[config.mk]
export PLATFORM = sky130hd
export DESIGN_NAME = fwd_hazard_unit_flat
export DESIGN_NICKNAME = d
export VERILOG_FILES = /design/src/rtl/fwd_hazard_if.sv /design/src/rtl/fwd_hazard_unit.sv /design/src/flat_wrapper.sv
export SDC_FILE = /design/constraint.sdc
export NUM_CORES = 1
export LEC_CHECK = 0
export ABC_AREA = 1
export CAP_MARGIN = 5
export CORE_ASPECT_RATIO = 0.7
export CORE_MARGIN = 2
export CORE_UTILIZATION = 45
export DETAILED_ROUTE_END_ITERATION = 7
export DONT_BUFFER_PORTS = 1
export SLEW_MARGIN = 15
export SYNTH_ARGS = -nofsm -noshare
export SYNTH_HDL_FRONTEND = slang
export SYNTH_SLANG_ARGS = --single-unit
[constraint.sdc]
create_clock -name clk -period 3.21 [get_ports clk]
set_input_delay 0 -clock clk [delete_from_list [all_inputs] [get_ports clk]]
set_output_delay 0 -clock clk [all_outputs]
set_load 0.03 [all_outputs]
[src/rtl/fwd_hazard_if.sv]
// fwd_hazard_if: decode-side inputs, datapath operands and forwarding/stall outputs of fwd_hazard_unit
interface fwd_hazard_if #(
   parameter int DATA_W = 16,
   parameter int REG_AW = 4,
   parameter int CNT_W  = 16
);
   logic              id_valid;
   logic [REG_AW-1:0] id_rs, id_rt, id_rd;
   logic              id_rs_used, id_rt_used;
   logic              id_regwrite, id_memread, id_memwrite;
   logic              flush;
   logic [DATA_W-1:0] ex_rs_data, ex_rt_data, mem_alu_data, wb_data, mem_store_data_in;
   logic              stall;
   logic [1:0]        fwd_a_sel, fwd_b_sel;
   logic [DATA_W-1:0] ex_op_a, ex_op_b;
   logic              fwd_mm;
   logic [DATA_W-1:0] mem_store_data;
   logic [CNT_W-1:0]  stall_cnt;
   modport slave (
      input  id_valid, id_rs, id_rt, id_rd, id_rs_used, id_rt_used,
             id_regwrite, id_memread, id_memwrite, flush,
             ex_rs_data, ex_rt_data, mem_alu_data, wb_data, mem_store_data_in,
      output stall, fwd_a_sel, fwd_b_sel, ex_op_a, ex_op_b, fwd_mm, mem_store_data, stall_cnt
   );
   modport master (
      output id_valid, id_rs, id_rt, id_rd, id_rs_used, id_rt_used,
             id_regwrite, id_memread, id_memwrite, flush,
             ex_rs_data, ex_rt_data, mem_alu_data, wb_data, mem_store_data_in,
      input  stall, fwd_a_sel, fwd_b_sel, ex_op_a, ex_op_b, fwd_mm, mem_store_data, stall_cnt
   );
endinterface

[src/rtl/fwd_hazard_unit.sv]
// fwd_hazard_unit: EX/MEM/WB scoreboard driving operand forwarding, MEM-MEM store forwarding and load-use stalls
// Define FWD_MEM_MEM_EN to resolve store-data load-use via MEM-MEM forwarding instead of stalling.
module fwd_hazard_unit #(
   parameter int DATA_W = 16,
   parameter int REG_AW = 4,
   parameter int CNT_W  = 16
) (
   input logic clk,
   input logic rst_n,
   fwd_hazard_if.slave bus
);
   typedef struct packed {
      logic              valid;
      logic [REG_AW-1:0] rs, rt, rd;
      logic              rs_used, rt_used, regwrite, memread, memwrite;
   } slot_t;
   slot_t id_s, ex_s, mem_s, wb_s;
   logic mem_prod, wb_prod, ex_load, rs_hit, rt_hit, hazard;
   logic a_mem, a_wb, b_mem, b_wb;
   assign id_s = {bus.id_valid, bus.id_rs, bus.id_rt, bus.id_rd, bus.id_rs_used, bus.id_rt_used,
                  bus.id_regwrite, bus.id_memread, bus.id_memwrite};
   assign mem_prod = mem_s.valid & mem_s.regwrite & (mem_s.rd != '0);
   assign wb_prod  = wb_s.valid & wb_s.regwrite & (wb_s.rd != '0);
   assign a_mem = ex_s.valid & ex_s.rs_used & mem_prod & (mem_s.rd == ex_s.rs);
   assign a_wb  = ex_s.valid & ex_s.rs_used & wb_prod & (wb_s.rd == ex_s.rs);
   assign b_mem = ex_s.valid & ex_s.rt_used & mem_prod & (mem_s.rd == ex_s.rt);
   assign b_wb  = ex_s.valid & ex_s.rt_used & wb_prod & (wb_s.rd == ex_s.rt);
   assign bus.fwd_a_sel = a_mem ? 2'b10 : a_wb ? 2'b01 : 2'b00;
   assign bus.fwd_b_sel = b_mem ? 2'b10 : b_wb ? 2'b01 : 2'b00;
   assign bus.ex_op_a = a_mem ? bus.mem_alu_data : a_wb ? bus.wb_data : bus.ex_rs_data;
   assign bus.ex_op_b = b_mem ? bus.mem_alu_data : b_wb ? bus.wb_data : bus.ex_rt_data;
   assign ex_load = ex_s.valid & ex_s.regwrite & ex_s.memread & (ex_s.rd != '0);
   assign rs_hit  = ex_load & bus.id_rs_used & (bus.id_rs == ex_s.rd);
   assign rt_hit  = ex_load & bus.id_rt_used & (bus.id_rt == ex_s.rd);
`ifdef FWD_MEM_MEM_EN
   // store data can wait one more cycle: it is patched in MEM from WB
   assign hazard = rs_hit | (rt_hit & ~bus.id_memwrite);
   assign bus.fwd_mm = mem_s.valid & mem_s.memwrite & wb_prod & (wb_s.rd == mem_s.rt);
`else
   assign hazard = rs_hit | rt_hit;
   assign bus.fwd_mm = 1'b0;
`endif
   assign bus.mem_store_data = bus.fwd_mm ? bus.wb_data : bus.mem_store_data_in;
   assign bus.stall = bus.id_valid & hazard & ~bus.flush;
   always_ff @(posedge clk or negedge rst_n) begin
      if (!rst_n) begin
         ex_s          <= '0;
         mem_s         <= '0;
         wb_s          <= '0;
         bus.stall_cnt <= '0;
      end else begin
         wb_s  <= mem_s;
         mem_s <= ex_s;
         ex_s  <= (bus.id_valid & ~bus.stall & ~bus.flush) ? id_s : '0;
         if (bus.stall & ~&bus.stall_cnt) bus.stall_cnt <= bus.stall_cnt + 1'b1;
      end
   end
endmodule

[src/flat_wrapper.sv]
// flat-port wrapper written by rule: the top's interface ports become plain ports
module fwd_hazard_unit_flat 
#(
   parameter int DATA_W = 16,
   parameter int REG_AW = 4,
   parameter int CNT_W  = 16
)
  (clk, rst_n, bus_id_valid, bus_id_rs, bus_id_rt, bus_id_rd, bus_id_rs_used, bus_id_rt_used, bus_id_regwrite, bus_id_memread, bus_id_memwrite, bus_flush, bus_ex_rs_data, bus_ex_rt_data, bus_mem_alu_data, bus_wb_data, bus_mem_store_data_in, bus_stall, bus_fwd_a_sel, bus_fwd_b_sel, bus_ex_op_a, bus_ex_op_b, bus_fwd_mm, bus_mem_store_data, bus_stall_cnt);
  fwd_hazard_if #(.DATA_W(DATA_W), .REG_AW(REG_AW), .CNT_W(CNT_W)) bus_i ();
  input logic clk;
  input logic rst_n;
  input wire logic [$bits(bus_i.id_valid)-1:0] bus_id_valid;
  input wire logic [$bits(bus_i.id_rs)-1:0] bus_id_rs;
  input wire logic [$bits(bus_i.id_rt)-1:0] bus_id_rt;
  input wire logic [$bits(bus_i.id_rd)-1:0] bus_id_rd;
  input wire logic [$bits(bus_i.id_rs_used)-1:0] bus_id_rs_used;
  input wire logic [$bits(bus_i.id_rt_used)-1:0] bus_id_rt_used;
  input wire logic [$bits(bus_i.id_regwrite)-1:0] bus_id_regwrite;
  input wire logic [$bits(bus_i.id_memread)-1:0] bus_id_memread;
  input wire logic [$bits(bus_i.id_memwrite)-1:0] bus_id_memwrite;
  input wire logic [$bits(bus_i.flush)-1:0] bus_flush;
  input wire logic [$bits(bus_i.ex_rs_data)-1:0] bus_ex_rs_data;
  input wire logic [$bits(bus_i.ex_rt_data)-1:0] bus_ex_rt_data;
  input wire logic [$bits(bus_i.mem_alu_data)-1:0] bus_mem_alu_data;
  input wire logic [$bits(bus_i.wb_data)-1:0] bus_wb_data;
  input wire logic [$bits(bus_i.mem_store_data_in)-1:0] bus_mem_store_data_in;
  output wire logic [$bits(bus_i.stall)-1:0] bus_stall;
  output wire logic [$bits(bus_i.fwd_a_sel)-1:0] bus_fwd_a_sel;
  output wire logic [$bits(bus_i.fwd_b_sel)-1:0] bus_fwd_b_sel;
  output wire logic [$bits(bus_i.ex_op_a)-1:0] bus_ex_op_a;
  output wire logic [$bits(bus_i.ex_op_b)-1:0] bus_ex_op_b;
  output wire logic [$bits(bus_i.fwd_mm)-1:0] bus_fwd_mm;
  output wire logic [$bits(bus_i.mem_store_data)-1:0] bus_mem_store_data;
  output wire logic [$bits(bus_i.stall_cnt)-1:0] bus_stall_cnt;
  assign bus_i.id_valid = bus_id_valid;
  assign bus_i.id_rs = bus_id_rs;
  assign bus_i.id_rt = bus_id_rt;
  assign bus_i.id_rd = bus_id_rd;
  assign bus_i.id_rs_used = bus_id_rs_used;
  assign bus_i.id_rt_used = bus_id_rt_used;
  assign bus_i.id_regwrite = bus_id_regwrite;
  assign bus_i.id_memread = bus_id_memread;
  assign bus_i.id_memwrite = bus_id_memwrite;
  assign bus_i.flush = bus_flush;
  assign bus_i.ex_rs_data = bus_ex_rs_data;
  assign bus_i.ex_rt_data = bus_ex_rt_data;
  assign bus_i.mem_alu_data = bus_mem_alu_data;
  assign bus_i.wb_data = bus_wb_data;
  assign bus_i.mem_store_data_in = bus_mem_store_data_in;
  assign bus_stall = bus_i.stall;
  assign bus_fwd_a_sel = bus_i.fwd_a_sel;
  assign bus_fwd_b_sel = bus_i.fwd_b_sel;
  assign bus_ex_op_a = bus_i.ex_op_a;
  assign bus_ex_op_b = bus_i.ex_op_b;
  assign bus_fwd_mm = bus_i.fwd_mm;
  assign bus_mem_store_data = bus_i.mem_store_data;
  assign bus_stall_cnt = bus_i.stall_cnt;
  fwd_hazard_unit #(.DATA_W(DATA_W), .REG_AW(REG_AW), .CNT_W(CNT_W)) u_core (.clk(clk), .rst_n(rst_n), .bus(bus_i));
endmodule
### Word-level counts from Yosys, hierarchy flattened

Cells that the tools add are included.

| word-level totals | value |
|---|---|
| logic and storage cells | 65 |
| flip-flop bits (word level) | 45 |
| output and inout port bits | 70 |

| cells by class | value |
|---|---|
| reductions and logical operators | 5 |
| $add $sub $neg | 1 |
| eq/ne operators | 6 |
| mux-type cells | 9 |
| bitwise operators | 29 |

Operators with widths:

| kind | count |
|---|---|
| 16-bit 2-to-1 mux | 4 |
| 1-bit bitwise AND | 26 |
| 4-bit equality test | 6 |
| 18-bit 2-to-1 mux | 1 |
| 16-bit by 1-bit adder with 16-bit output, second input constant | 1 |
| 16-bit AND reduction | 1 |
| 4-bit nonzero test | 3 |
| 2-bit 2-to-1 mux | 2 |
| 1-bit 2-to-1 mux | 2 |
| 1-bit inverter | 2 |
| 1-bit zero test | 1 |
| 1-bit OR | 1 |

### Logic depth before layout (Yosys ltp)

| logic depth | value |
|---|---|
| word-level depth | 12 |
| depth in mapped cells | 10 |
| depth with buffers taken out | 9 |

### Least setup slack after synthesis

Ideal clock, no wire load.

| timing path | value |
|---|---|
| kind | flip-flop to flip-flop |
| start point | register u_core.bus.stall_cnt[1] |
| end point | register u_core.bus.stall_cnt[4] |
| cell stages (with the launch flop) | 8 |
| arrival time | 1625 ps |
| setup time | 118 ps |
| data required time | 3092 ps |
| path slack | 1467 ps |
| cells stage by stage | dfrtp_1 -> ha_1 -> nand2_1 -> nor2_2 -> nand4_4 -> buf_2 -> nand4_1 -> nand2_1 |

| on the way | value |
|---|---|
| word-level cells in the longest chain between the ends | 3 |
| elaborated cells on any way between the ends | 4 |

Ends and longest elaborated chain:

| item | RTL line | RTL |
|---|---|---|
| start: declaration | fwd_hazard_if.sv:23 | `output stall, fwd_a_sel, fwd_b_sel, ex_op_a, ex_op_b, fwd_mm, mem_store_data, stall_cnt` |
| start signal: assignment | fwd_hazard_unit.sv:55 | `if (bus.stall & ~&bus.stall_cnt) bus.stall_cnt <= bus.stall_cnt + 1'b1;` |
| parallel branches: the longest is 3 deep, another holds 16-bit by 1-bit adder with 16-bit output | -- |  |

Several ways; the timed one is not identified.
A chain may end at the register's enable or synchronous reset.

### Worst setup path in the final report

| timing path | value |
|---|---|
| start point | register u_core.mem_s[7] in the netlist's numbering |
| end point | output port bus_ex_op_b[2] |

| on the way | value |
|---|---|
| word-level cells in the longest chain between the ends | 5 |
| elaborated cells on any way between the ends | 6 |

Ends and longest elaborated chain:

| item | RTL line | RTL |
|---|---|---|
| start: declaration | fwd_hazard_unit.sv:17 | `slot_t id_s, ex_s, mem_s, wb_s;` |
| start signal: assignment | fwd_hazard_unit.sv:53 | `mem_s <= ex_s;` |
| 4-bit nonzero test | fwd_hazard_unit.sv:22 | `assign mem_prod = mem_s.valid & mem_s.regwrite & (mem_s.rd != '0);` |
| 1-bit bitwise AND | fwd_hazard_unit.sv:22 |  |
| 1-bit bitwise AND | fwd_hazard_unit.sv:26 | `assign b_mem = ex_s.valid & ex_s.rt_used & mem_prod & (mem_s.rd == ex_s.rt);` |
| 1-bit bitwise AND * | fwd_hazard_unit.sv:26 |  |
| 16-bit 2-to-1 mux * | fwd_hazard_unit.sv:31 | `assign bus.ex_op_b = b_mem ? bus.mem_alu_data : b_wb ? bus.wb_data : bus.ex_rt_data;` |
| end: declaration | flat_wrapper.sv:31 | `output wire logic [$bits(bus_i.ex_op_b)-1:0] bus_ex_op_b;` |

Every way passes the cells marked *; elsewhere a longest branch is shown, timed or not.

==> flow_metrics.tcl <==
set metrics [dict create \
    status "finished, final reports clean" \
    fin_tns_setup_ns 0 \
    worst_ep_arrival_time_ns 2.65 \
    viasPerCell 5.359 \
    post_cts_buffers 0 \
    tightest_slew_ns 0.8211 \
    diodes 0 \
    fin_nets 654 \
    grt_antenna_before_repair 0 \
    die-area_sq_um 8666 \
    rows 27 \
    layout.cells.non_filler 654 \
    drc 0 \
    yosysTopAreaCell "dfrtp_1" \
    post_cts_resized 0 \
    die_h_um 78.49 \
    gp_congestion 0.9556 \
    max_slew_margin 0.4520 \
    fin_area_sq_um 3812 \
    syn-mean-instance-area_sq_um 6.359 \
    final_cell_mix "nand2_1 (268), nand4_1 (54), dfrtp_1 (45)" \
    min_period_ns 2.647 \
    yosysTopAreaCellShare 0.3157 \
    numPortBuffers 0 \
    cts_sinks 45 \
    cts-buffers-inserted 5 \
    synthCells 561 \
    critPathSlowestCell "clkinv_1" \
    crit_chain "nor2_1 -> nand3_1 -> nand3_1 -> nor2_1 -> nand2_2 -> clkinv_1 -> nand2_1 -> nand2_1" \
    start_util 0.4591 \
    post-dp-hpwl_um 7578 \
    p_leak_uw 0.002077 \
    ys_seq_area_frac 0.3157 \
    totalWireLength_um 10190 \
    crit_path_end_kind "output port" \
    finalClockSkew_ns 0.003537 \
    clk_pin_slew_ns 0.07 \
    grtUsageTotal 0.2344 \
    slew_viol_final 0 \
    grt_max_degree 46 \
    drt-pass1-iter-count 5 \
    ir_drop_v 0.0003098 \
    rsz0062_at_grt "no" \
    finalSetupViolations 0 \
    hold_path.class "input pin to output port" \
    clkLatencyLatePin_ns 0.28 \
    grt_overflow_total 0 \
    cts-hold-fix-buffers 18 \
    final_antenna_net_count 0 \
    final_common_cell "nand2_1" \
    ys_top_cells_by_area "dfrtp_1 (32%), nand2_1 (28%), nand4_1 (9.5%)" \
    cap_violations 0 \
    grt_pass1_wl_um 16700 \
    syn-num-nets 663 \
    drtIter0Drc 295 \
    fmax_ghz 0.3778 \
    synth_cell_types 30 \
    num_vias 3505 \
    die_w_um 110.4 \
    p_per_area_nw_per_um2 352.0 \
    period_share 0.8246 \
    area_growth_pct 6.875 \
    ys_seq_elements 45 \
    core_sq_um 7770 \
    required_ns 3.21 \
    root_buffer "clkbuf_16" \
    yosys_warnings 0 \
    placed_cells 628 \
    wl_per_cell_um 15.59 \
    layout-drive-gt1-share 0.06872 \
    cts_tree "built" \
    clockBufferDepth 2 \
    path_class "flop to output port" \
    cts_max_level 2 \
    io_pins 171 \
    finalHoldViolCount 0 \
    grt_pass1_vias 3305 \
    syn_area_sq_um 3567 \
    cpPeakStageDelay_ns 0.74 \
    postPlaceCellArea_sq_um 3460 \
    cp-start-kind "flop" \
    crit_fanout 18 \
]
## per-layer routing
| layer | track usage | vias to the layer above | share of wire |
|---|---|---|---|
| met4 | 0.06250 | 0 | 0.023 |
| met5 | 0 | - | 0 |
| met3 | 0.06486 | 25 | 0.097 |
| met2 | 0.3675 | 193 | 0.44 |
| met1 | 0.3195 | 1556 | 0.44 |
| li1 | - | 1731 | - |
## stage by stage
step	total power (uW)	utilization	hold slack, ns	setup slack (ns)
after floorplan	800.8	-	-0.2956	1.467
after global placement	787.2	0.4453	-0.2946	0.9406
after detailed placement	788.6	0.4453	-0.2947	0.8887
after CTS	1351	0.4907	0.0003539	0.5375
after global routing	1409	0.4907	0.00003808	0.2520
final	1342	0.4907	0.00001321	0.5630
## worst max-delay path, delay by kind of cell (launching register included)
family                 cells  cell delay (ns)
buffers and inverters      1             0.74
DFF                        1             0.43
and+or+nand+nor            7             1.19
## where the power goes
| part | internal [uW] | switching (uW) | total, uW |
|---|---|---|---|
| clock network | 312 | 218 | 530 |
| registers | 581 | 13.7 | 595 |
| logic | 58.6 | 158 | 216 |
## Yosys cell counts (all sizes together)
cell type / number
buf: 36
dfrtp: 45
nor2: 51
nor3: 4
conb: 1
clkinv: 1
inv: 50
xnor2: 6
a21oi: 2
ha: 1
or2: 2
nand4: 55
xor2: 9
nand2: 274
nor3b: 3
o21ai: 4
nand3: 17
## sequential cells by signal, summed over array words and instances, names as in the netlist
register and flops:
u_core.ex_s 17, u_core.bus.stall_cnt 16, u_core.mem_s 6, u_core.wb_s 6
## layout make-up
cell class | instances | area, sq um
flip-flops and latches | 45 | 1126
clock buffers | 6 | 138.9
repair buffers | 20 | 212.7
fillers | 809 | 3958
clock inverters | 2 | 16.27
well taps | 101 | 126.4
multi-input cells | 429 | 2001
inverters | 51 | 191.4
## final timing paths
check | from | endpoint | slack (ns) | cells past startpoint
worst max-delay path | u_core.mem_s[7] | bus_ex_op_b[2] | 0.56 | 8
worst min-delay path | bus_mem_store_data_in[7] | bus_mem_store_data[7] | 0.00001 | 0
worst max register to register | u_core.bus.stall_cnt[0] | u_core.bus.stall_cnt[7] | 1.09 | 7
worst min register to register | u_core.mem_s[17] | u_core.wb_s[17] | 0.39 | 0
max in group asynchronous | rst_n | u_core.bus.stall_cnt[6] | 2.78 | 2
min in group asynchronous | rst_n | u_core.ex_s[9] | 0.23 | 2
## kinds of logic after synthesis
| logic type | synth area share |
|---|---|
| AOI/OAI and AO/OA | 0.008416 |
| xor gates and xnor gates | 0.03683 |
| adders and majority gates | 0.003507 |
| buffers and inverters | 0.1235 |
| DFF | 0.3157 |
| other | 0.001051 |
| and+or+nand+nor | 0.5110 |
Note: power is estimated with default switching activity, not from simulation.
